File: src/rtl/hdb3_enc_seq_pkg.sv
`default_nettype none
// ============================================================================
// Module   : hdb3_pkg
// Purpose  : Shared definitions for the HDB3 encoder codebase. Holds the
//            2-bit symbol codes used on every code bus and the frame
//            sequencer state encoding.
// Revision : 1.0 - initial release
// ============================================================================
package hdb3_pkg;

    // Symbol codes carried on all 2-bit code buses
    localparam logic [1:0] CODE_ZERO = 2'b00;
    localparam logic [1:0] CODE_ONE  = 2'b01;
    localparam logic [1:0] CODE_V    = 2'b11;
    localparam logic [1:0] CODE_B    = 2'b10;

    // Frame sequencer states
    typedef enum logic [2:0] {
        ST_IDLE    = 3'd0,
        ST_PREFILL = 3'd1,
        ST_SEND    = 3'd2,
        ST_FLUSH   = 3'd3,
        ST_DONE    = 3'd4
    } seq_state_t;

endpackage
`default_nettype wire

File: src/rtl/hdb3_enc_seq_fifo.sv
`default_nettype none
// ============================================================================
// Module   : hdb3_seq_fifo
// Purpose  : 1-bit synchronous prefetch FIFO, first-word fall-through read.
//            Push and pop in the same cycle leave the count unchanged.
// Ports    : clk, rst (async, active-high)
//            i_push/i_din  - write strobe and data (ignored when full)
//            i_pop         - read strobe (ignored when empty)
//            o_dout        - head-of-queue bit
//            o_count       - current fill level (0..DEPTH)
//            o_full/o_empty- status flags
// Revision : 1.0 - initial release
// ============================================================================
module hdb3_seq_fifo #(
    parameter int DEPTH = 8
) (
    input  logic                     clk,
    input  logic                     rst,
    input  logic                     i_push,
    input  logic                     i_din,
    input  logic                     i_pop,
    output logic                     o_dout,
    output logic [$clog2(DEPTH):0]   o_count,
    output logic                     o_full,
    output logic                     o_empty
);

    localparam int AW = $clog2(DEPTH);
    localparam int CW = AW + 1;

    logic          r_mem [DEPTH];
    logic [AW-1:0] r_wr_ptr;
    logic [AW-1:0] r_rd_ptr;
    logic [CW-1:0] r_count;
    logic          w_do_push;
    logic          w_do_pop;

    assign o_full    = (r_count == CW'(DEPTH));
    assign o_empty   = (r_count == '0);
    assign w_do_push = i_push && !o_full;
    assign w_do_pop  = i_pop && !o_empty;
    assign o_dout    = r_mem[r_rd_ptr];
    assign o_count   = r_count;

    // Storage carries no reset; validity is tracked by the count alone.
    always_ff @(posedge clk) begin
        if (w_do_push) begin
            r_mem[r_wr_ptr] <= i_din;
        end
    end

    always_ff @(posedge clk or posedge rst) begin
        if (rst) begin
            r_wr_ptr <= '0;
            r_rd_ptr <= '0;
            r_count  <= '0;
        end else begin
            if (w_do_push) begin
                r_wr_ptr <= r_wr_ptr + AW'(1);
            end
            if (w_do_pop) begin
                r_rd_ptr <= r_rd_ptr + AW'(1);
            end
            case ({w_do_push, w_do_pop})
                2'b10:   r_count <= r_count + CW'(1);
                2'b01:   r_count <= r_count - CW'(1);
                default: r_count <= r_count;
            endcase
        end
    end

endmodule
`default_nettype wire

File: src/rtl/hdb3_enc_seq.sv
`default_nettype none
// ============================================================================
// Module   : hdb3_enc_seq
// Purpose  : Frame sequencer in front of the HDB3 encoder chain. Prefetches
//            payload bits into a FIFO, feeds the chain one code per clock,
//            drains it with zero codes at frame end and re-aligns the
//            valid/sof/eof tags with the codes returned by the chain.
// Ports    : clk, rst (async, active-high)
//            start, frame_len        - frame request (sampled in IDLE)
//            s_valid, s_data, s_ready- payload source handshake
//            enc_din / enc_dout      - encoder chain input / output codes
//            m_code, m_valid, m_sof, m_eof - aligned line symbol stream
//            busy, done, err_underrun- status
//            v_count, b_count        - per-frame V / B symbol counts
// Config   : HDB3_SEQ_STATS_EN - when defined, v_count/b_count are live
//            saturating counters; otherwise both are tied to zero.
// Revision : 1.0 - initial release
// ============================================================================
module hdb3_enc_seq
    import hdb3_pkg::*;
#(
    parameter int PIPE_LAT = 5,
    parameter int LEN_W    = 16,
    parameter int DEPTH    = 8,
    parameter int PREFILL  = 4
) (
    input  logic             clk,
    input  logic             rst,
    input  logic             start,
    input  logic [LEN_W-1:0] frame_len,
    input  logic             s_valid,
    input  logic             s_data,
    output logic             s_ready,
    output logic [1:0]       enc_din,
    input  logic [1:0]       enc_dout,
    output logic [1:0]       m_code,
    output logic             m_valid,
    output logic             m_sof,
    output logic             m_eof,
    output logic             busy,
    output logic             done,
    output logic             err_underrun,
    output logic [LEN_W-1:0] v_count,
    output logic [LEN_W-1:0] b_count
);

    localparam int CW = $clog2(DEPTH) + 1;
    localparam int FW = $clog2(PIPE_LAT + 1);
    localparam logic [LEN_W-1:0] c_prefill_len = LEN_W'(PREFILL);

    seq_state_t       r_state;
    seq_state_t       w_state_nxt;

    logic             w_start_acc;
    logic             w_push;
    logic             w_pop;
    logic             w_last_pop;
    logic             w_fifo_dout;
    logic             w_fifo_full;
    logic             w_fifo_empty;
    logic [CW-1:0]    w_fifo_count;
    logic [LEN_W-1:0] w_prefill_target;

    logic [LEN_W-1:0] r_fetch_left;
    logic [LEN_W-1:0] r_send_left;
    logic [FW-1:0]    r_flush_cnt;
    logic             r_first;
    logic [1:0]       r_enc_din;
    logic             r_tag_v;
    logic             r_tag_sof;
    logic             r_tag_eof;
    logic             r_err;

    logic [PIPE_LAT-1:0] r_v_dly;
    logic [PIPE_LAT-1:0] r_sof_dly;
    logic [PIPE_LAT-1:0] r_eof_dly;

    // ------------------------------------------------------------------
    // Handshake / pop decisions
    // ------------------------------------------------------------------
    assign w_start_acc = (r_state == ST_IDLE) && start;
    assign s_ready     = ((r_state == ST_PREFILL) || (r_state == ST_SEND)) &&
                         !w_fifo_full && (r_fetch_left != '0);
    assign w_push      = s_valid && s_ready;
    assign w_pop       = (r_state == ST_SEND) && !w_fifo_empty;
    assign w_last_pop  = w_pop && (r_send_left == LEN_W'(1));

    // No bits have been popped during PREFILL, so send_left still holds
    // frame_len; short frames only wait for their own length.
    assign w_prefill_target = (r_send_left < c_prefill_len) ? r_send_left
                                                            : c_prefill_len;

    hdb3_seq_fifo #(
        .DEPTH (DEPTH)
    ) u_fifo (
        .clk     (clk),
        .rst     (rst),
        .i_push  (w_push),
        .i_din   (s_data),
        .i_pop   (w_pop),
        .o_dout  (w_fifo_dout),
        .o_count (w_fifo_count),
        .o_full  (w_fifo_full),
        .o_empty (w_fifo_empty)
    );

    // ------------------------------------------------------------------
    // FSM
    // ------------------------------------------------------------------
    always_ff @(posedge clk or posedge rst) begin
        if (rst) begin
            r_state <= ST_IDLE;
        end else begin
            r_state <= w_state_nxt;
        end
    end

    always_comb begin
        w_state_nxt = r_state;
        busy        = (r_state != ST_IDLE);
        done        = (r_state == ST_DONE);
        case (r_state)
            ST_IDLE: begin
                if (start) begin
                    w_state_nxt = (frame_len == '0) ? ST_DONE : ST_PREFILL;
                end
            end
            ST_PREFILL: begin
                if (LEN_W'(w_fifo_count) >= w_prefill_target) begin
                    w_state_nxt = ST_SEND;
                end
            end
            ST_SEND: begin
                if (w_last_pop) begin
                    w_state_nxt = ST_FLUSH;
                end
            end
            ST_FLUSH: begin
                if (r_flush_cnt == FW'(PIPE_LAT - 1)) begin
                    w_state_nxt = ST_DONE;
                end
            end
            ST_DONE: begin
                w_state_nxt = ST_IDLE;
            end
            default: begin
                w_state_nxt = ST_IDLE;
            end
        endcase
    end

    // ------------------------------------------------------------------
    // Frame counters, chain input code and slot tags
    // ------------------------------------------------------------------
    always_ff @(posedge clk or posedge rst) begin
        if (rst) begin
            r_fetch_left <= '0;
            r_send_left  <= '0;
            r_flush_cnt  <= '0;
            r_first      <= 1'b0;
            r_enc_din    <= CODE_ZERO;
            r_tag_v      <= 1'b0;
            r_tag_sof    <= 1'b0;
            r_tag_eof    <= 1'b0;
            r_err        <= 1'b0;
        end else begin
            if (w_start_acc) begin
                r_fetch_left <= frame_len;
            end else if (w_push) begin
                r_fetch_left <= r_fetch_left - LEN_W'(1);
            end

            if (w_start_acc) begin
                r_send_left <= frame_len;
            end else if (w_pop) begin
                r_send_left <= r_send_left - LEN_W'(1);
            end

            if (w_start_acc) begin
                r_first <= 1'b1;
            end else if (w_pop) begin
                r_first <= 1'b0;
            end

            if (r_state == ST_FLUSH) begin
                r_flush_cnt <= r_flush_cnt + FW'(1);
            end else begin
                r_flush_cnt <= '0;
            end

            // Filler slots (prefill, underrun, flush, idle) carry zero code
            r_enc_din <= w_pop ? {1'b0, w_fifo_dout} : CODE_ZERO;
            r_tag_v   <= w_pop;
            r_tag_sof <= w_pop && r_first;
            r_tag_eof <= w_last_pop;

            if (w_start_acc) begin
                r_err <= 1'b0;
            end else if ((r_state == ST_SEND) && w_fifo_empty) begin
                r_err <= 1'b1;
            end
        end
    end

    // ------------------------------------------------------------------
    // Tag delay line: matches the chain latency so tags meet enc_dout
    // ------------------------------------------------------------------
    generate
        if (PIPE_LAT == 1) begin : g_dly_single
            always_ff @(posedge clk or posedge rst) begin
                if (rst) begin
                    r_v_dly   <= '0;
                    r_sof_dly <= '0;
                    r_eof_dly <= '0;
                end else begin
                    r_v_dly   <= r_tag_v;
                    r_sof_dly <= r_tag_sof;
                    r_eof_dly <= r_tag_eof;
                end
            end
        end else begin : g_dly_chain
            always_ff @(posedge clk or posedge rst) begin
                if (rst) begin
                    r_v_dly   <= '0;
                    r_sof_dly <= '0;
                    r_eof_dly <= '0;
                end else begin
                    r_v_dly   <= {r_v_dly[PIPE_LAT-2:0],   r_tag_v};
                    r_sof_dly <= {r_sof_dly[PIPE_LAT-2:0], r_tag_sof};
                    r_eof_dly <= {r_eof_dly[PIPE_LAT-2:0], r_tag_eof};
                end
            end
        end
    endgenerate

    assign enc_din      = r_enc_din;
    assign m_code       = enc_dout;
    assign m_valid      = r_v_dly[PIPE_LAT-1];
    assign m_sof        = r_sof_dly[PIPE_LAT-1];
    assign m_eof        = r_eof_dly[PIPE_LAT-1];
    assign err_underrun = r_err;

    // ------------------------------------------------------------------
    // Optional per-frame V/B statistics
    // ------------------------------------------------------------------
`ifdef HDB3_SEQ_STATS_EN
    logic [LEN_W-1:0] r_v_cnt;
    logic [LEN_W-1:0] r_b_cnt;

    always_ff @(posedge clk or posedge rst) begin
        if (rst) begin
            r_v_cnt <= '0;
            r_b_cnt <= '0;
        end else if (w_start_acc) begin
            r_v_cnt <= '0;
            r_b_cnt <= '0;
        end else if (m_valid) begin
            if ((enc_dout == CODE_V) && (r_v_cnt != '1)) begin
                r_v_cnt <= r_v_cnt + LEN_W'(1);
            end
            if ((enc_dout == CODE_B) && (r_b_cnt != '1)) begin
                r_b_cnt <= r_b_cnt + LEN_W'(1);
            end
        end
    end

    assign v_count = r_v_cnt;
    assign b_count = r_b_cnt;
`else
    assign v_count = '0;
    assign b_count = '0;
`endif

endmodule
`default_nettype wire

File: config.mk
export PLATFORM = sky130hd
export DESIGN_NAME = hdb3_enc_seq
export DESIGN_NICKNAME = d
export VERILOG_FILES = /design/src/rtl/hdb3_enc_seq_pkg.sv /design/src/rtl/hdb3_enc_seq_fifo.sv /design/src/rtl/hdb3_enc_seq.sv
export SDC_FILE = /design/constraint.sdc
export NUM_CORES = 1
export LEC_CHECK = 0
export CAP_MARGIN = 20
export CELL_PAD_IN_SITES_DETAIL_PLACEMENT = 0
export CELL_PAD_IN_SITES_GLOBAL_PLACEMENT = 1
export CORE_MARGIN = 10
export CORE_UTILIZATION = 45
export DETAILED_ROUTE_END_ITERATION = 7
export PLACE_DENSITY_LB_ADDON = 0.1
export SYNTH_ARGS = -nofsm -noshare
export SYNTH_HDL_FRONTEND = slang
export SYNTH_SLANG_ARGS = --single-unit
export TNS_END_PERCENT = 5
File: constraint.sdc
create_clock -name clk -period 8.5 [get_ports clk]
set_input_delay 2.125 -clock clk [delete_from_list [all_inputs] [get_ports clk]]
set_output_delay 2.125 -clock clk [all_outputs]
set_load 0.005 [all_outputs]
==> flow_summary_export.csv <==
group,metric,value,unit
placed_design,dp_hpwl,6.65,mm
worst_setup_path,crit_fanout,8,
clock_tree,cts_tree,"yes",
worst_setup_path,r2r_cells,11,
global_route,grt_pass1_wl,15.4,mm
worst_setup_path,cp_slowest_cell,"nor4_4",
floorplanning,ioPinCount,66,
detailed_routing,vias_per_cell,5.40,
detailed_routing,vias,2945,
sta,period_minus_slack,5.07,ns
clock_tree,cts-resized-gates,0,
logic_synthesis,synth_common_cells,"dfrtp_1 (69), nand2_1 (37), buf_4 (35)",
logic_synthesis,ys_types,62,
sta,rsz0062_at_grt,"no",
clock_tree,htreeDepth,3,
logic_synthesis,synth.largest_area_cell,"dfrtp_1",
floorplanning,core.rowCount,34,
sta,worst_pin_slew,0.578,ns
clock_tree,cts_buffers,9,
worst_setup_path,cpPeakStageDelay,0.59,ns
sta,fin_crit_sh,0.596,
placed_design,port_buffers,28,
sta,clock_skew,0.0148,ns
detailed_routing,drt_iter0_markers,185,
logic_synthesis,yosys_warnings,0,
global_route,grt_use_total,0.146,
floorplanning,die_w,116,um
worst_hold_path,hold_class,"reg -> reg",
detailed_routing,wl,9.09,mm
logic_synthesis,ys_ff_latch,77,
global_route,grt-ovfl-total,0,
logic_synthesis,syn-mean-instance-area,10.1,um^2
placed_design,dp_cells,529,
global_route,grt_use_met2,0.226,
logic_synthesis,synth_edf_count,8,
final_layout,final_util,0.518,
placed_design,place_congestion,0.807,
final_layout,finalNonFillerCells,545,
final_layout,nets,470,
worst_setup_path,cp-end-kind,"output pin",
final_layout,n_antenna_cell,0,
clock_tree,worst_skew_pair.late_latency,0.36,ns
clock_tree,cts_hold_buf,0,
detailed_routing,first_pass_iters,5,
power,leakagePower,1.87,nW
logic_synthesis,seq_area_frac_synth,0.476,
worst_hold_path,hold_depth,0,
final_layout,syn2layout_area_growth,11.0,%
worst_setup_path,worstSetupPathType,"reg -> out",
global_route,use_met3,0.0403,
global_route,grt_start_max_net_pins,43,
status,status,"finished, final reports clean",
sta,max_freq,197,MHz
clock_tree,postCtsSetupRepairBufs,0,
job,cap_violations,0,
detailed_routing,routedWlPerCell,16.7,um
sta,slew_viol_final,0,
power,ir_drop,184,uV
detailed_routing,ant_nets,0,
logic_synthesis,synth.top_cell.area_share,0.418,
clock_tree,clock_sinks,77,
global_route,use_met1,0.194,
final_layout,drive_gt1_frac,0.0847,
detailed_routing,remaining_drc_errors,0,
global_route,busiest_layer,"met2",
global_route,grt_pass1_vias,2929,
logic_synthesis,synthArstFlopShare,0.896,
worst_setup_path,cp_cell_sequence,"inv_1 > ha_1 > or3b_1 > nor4_4 > nand2_1 > and4b_1 > clkdlybuf4s50_1",
floorplanning,start_util,0.467,
sta,relSlewSlack,0.612,
power,p_per_area,339,nW/um^2
logic_synthesis,synth_area_leaders,"dfrtp_1 (42%), buf_4 (6.4%), edfxtp_1 (5.8%), ha_1 (4.2%), xnor2_1 (3.4%)",
logic_synthesis,syn_area,4130,um^2
worst_setup_path,worstPathRequired,6.38,ns
clock_tree,cts.reportedPaths.clkPinSlew,0.09,ns
worst_setup_path,startpoint_type,"register",
clock_tree,cts_root_buf,"clkbuf_8",
logic_synthesis,syn_inst,408,
floorplanning,die-area,13400,um^2
worst_setup_path,crit_arrival,2.94,ns
sta,setup_violations,0,
global_route,antenna_found_initial,0,
clock_tree,clk_path_buf_depth,2,
floorplanning,die-height,116,um
logic_synthesis,yosysMostFrequentCell,"dfrtp_1",
sta,tns,0,ns
logic_synthesis,synth_ff_type,"dfrtp_1",
sta,hold_viol,0,
floorplanning,core,8850,um^2
## power breakdown
| group | internal, W | switching (W) | total, W |
|---|---|---|---|
| clock network | 0.000166 | 0.000146 | 0.000312 |
| logic | 0.000265 | 0.000321 | 0.000586 |
| registers | 0.000509 | 0.000149 | 0.000658 |
## per-layer routing
metal / vias up / routed length (um)
met3: 7 / 418
met1: 1424 / 4400
met5: - / 0
met4: 0 / 68
li1: 1444 / -
met2: 70 / 4210
## registers in the layout, summed over array words and instances (netlist names)
| name | cells |
|---|---|
| r_fetch_left | 16 |
| r_send_left | 16 |
| u_fifo.r_mem | 8 |
| r_eof_dly | 5 |
| r_sof_dly | 5 |
| r_v_dly | 5 |
| u_fifo.o_count | 4 |
| r_flush_cnt | 3 |
| r_state | 3 |
| u_fifo.r_rd_ptr | 3 |
| u_fifo.r_wr_ptr | 3 |
| enc_din | 1 |
| err_underrun | 1 |
| r_first | 1 |
| r_tag_eof | 1 |
| r_tag_sof | 1 |
| r_tag_v | 1 |
## critical path, delay by kind of cell, from the launching register on
kind                       cells  cell delay (ns)
and+or+nand+nor                4             1.53
buffers and inverters          2             0.52
adders and majority gates      1             0.15
DFF                            1             0.41
## path summary, 6_finish.rpt
kind | slack (ns) | from | to
max | 3.43 | r_fetch_left[0]$_DFFE_PP0P_ | s_ready
max in group asynchronous | 5.38 | rst | r_fetch_left[4]$_DFFE_PP0P_
min in group asynchronous | 2.14 | rst | r_send_left[14]$_DFFE_PP0P_
max reg2reg | 5.15 | r_state[1]$_DFFE_PP0P_ | u_fifo.o_count[3]$_DFFE_PP0P_
min | 0.35 | r_tag_v$_DFF_PP0_ | r_v_dly[0]$_DFF_PP0_
min reg2reg | 0.35 | r_tag_v$_DFF_PP0_ | r_v_dly[0]$_DFF_PP0_
## cells by family after synthesis
logic type,count (synthesis),share of synthesized area
AO/OA/AOI/OAI,62,0.0948
XOR/XNOR,22,0.0466
adder cells (fa/ha/maj),15,0.0472
buffers and inverters,63,0.0921
flip-flops,77,0.476
multiplexers,5,0.0182
other,2,0.00182
AND/OR/NAND/NOR,162,0.223
## layout make-up
type | instances | area, um^2
Sequential cell | 77 | 1970
Fill cell | 826 | 4260
Inverter | 12 | 46.3
Multi-Input combinational cell | 300 | 1900
Clock inverter | 7 | 97.6
Timing Repair Buffer | 32 | 310
Clock buffer | 9 | 124
Tap cell | 108 | 135
## per-stage QoR
step                area (um^2)  total power [W]  hold WS (ns)  setup slack, ns
floorplan                  4250          0.00109         0.331             4.14
global placement           4360          0.00124         0.332             3.42
detailed placement         4360          0.00125         0.336             3.34
CTS                        4580          0.00157         0.354             3.43
global route               4580          0.00170         0.362             3.29
finish                     4580          0.00156         0.351             3.43
## layout by cell type, fill, tap and decap left out, drive strengths merged, types with 15 or more instances in the layout
master and instances:
conb 34, clkdlybuf4s50 28, dfrtp 69, a21oi 16
nor4 19, o21ai 19, xnor2 16, nand2 37
nor2 31, or3 15
No activity file was read; power rests on OpenSTA's default activity.
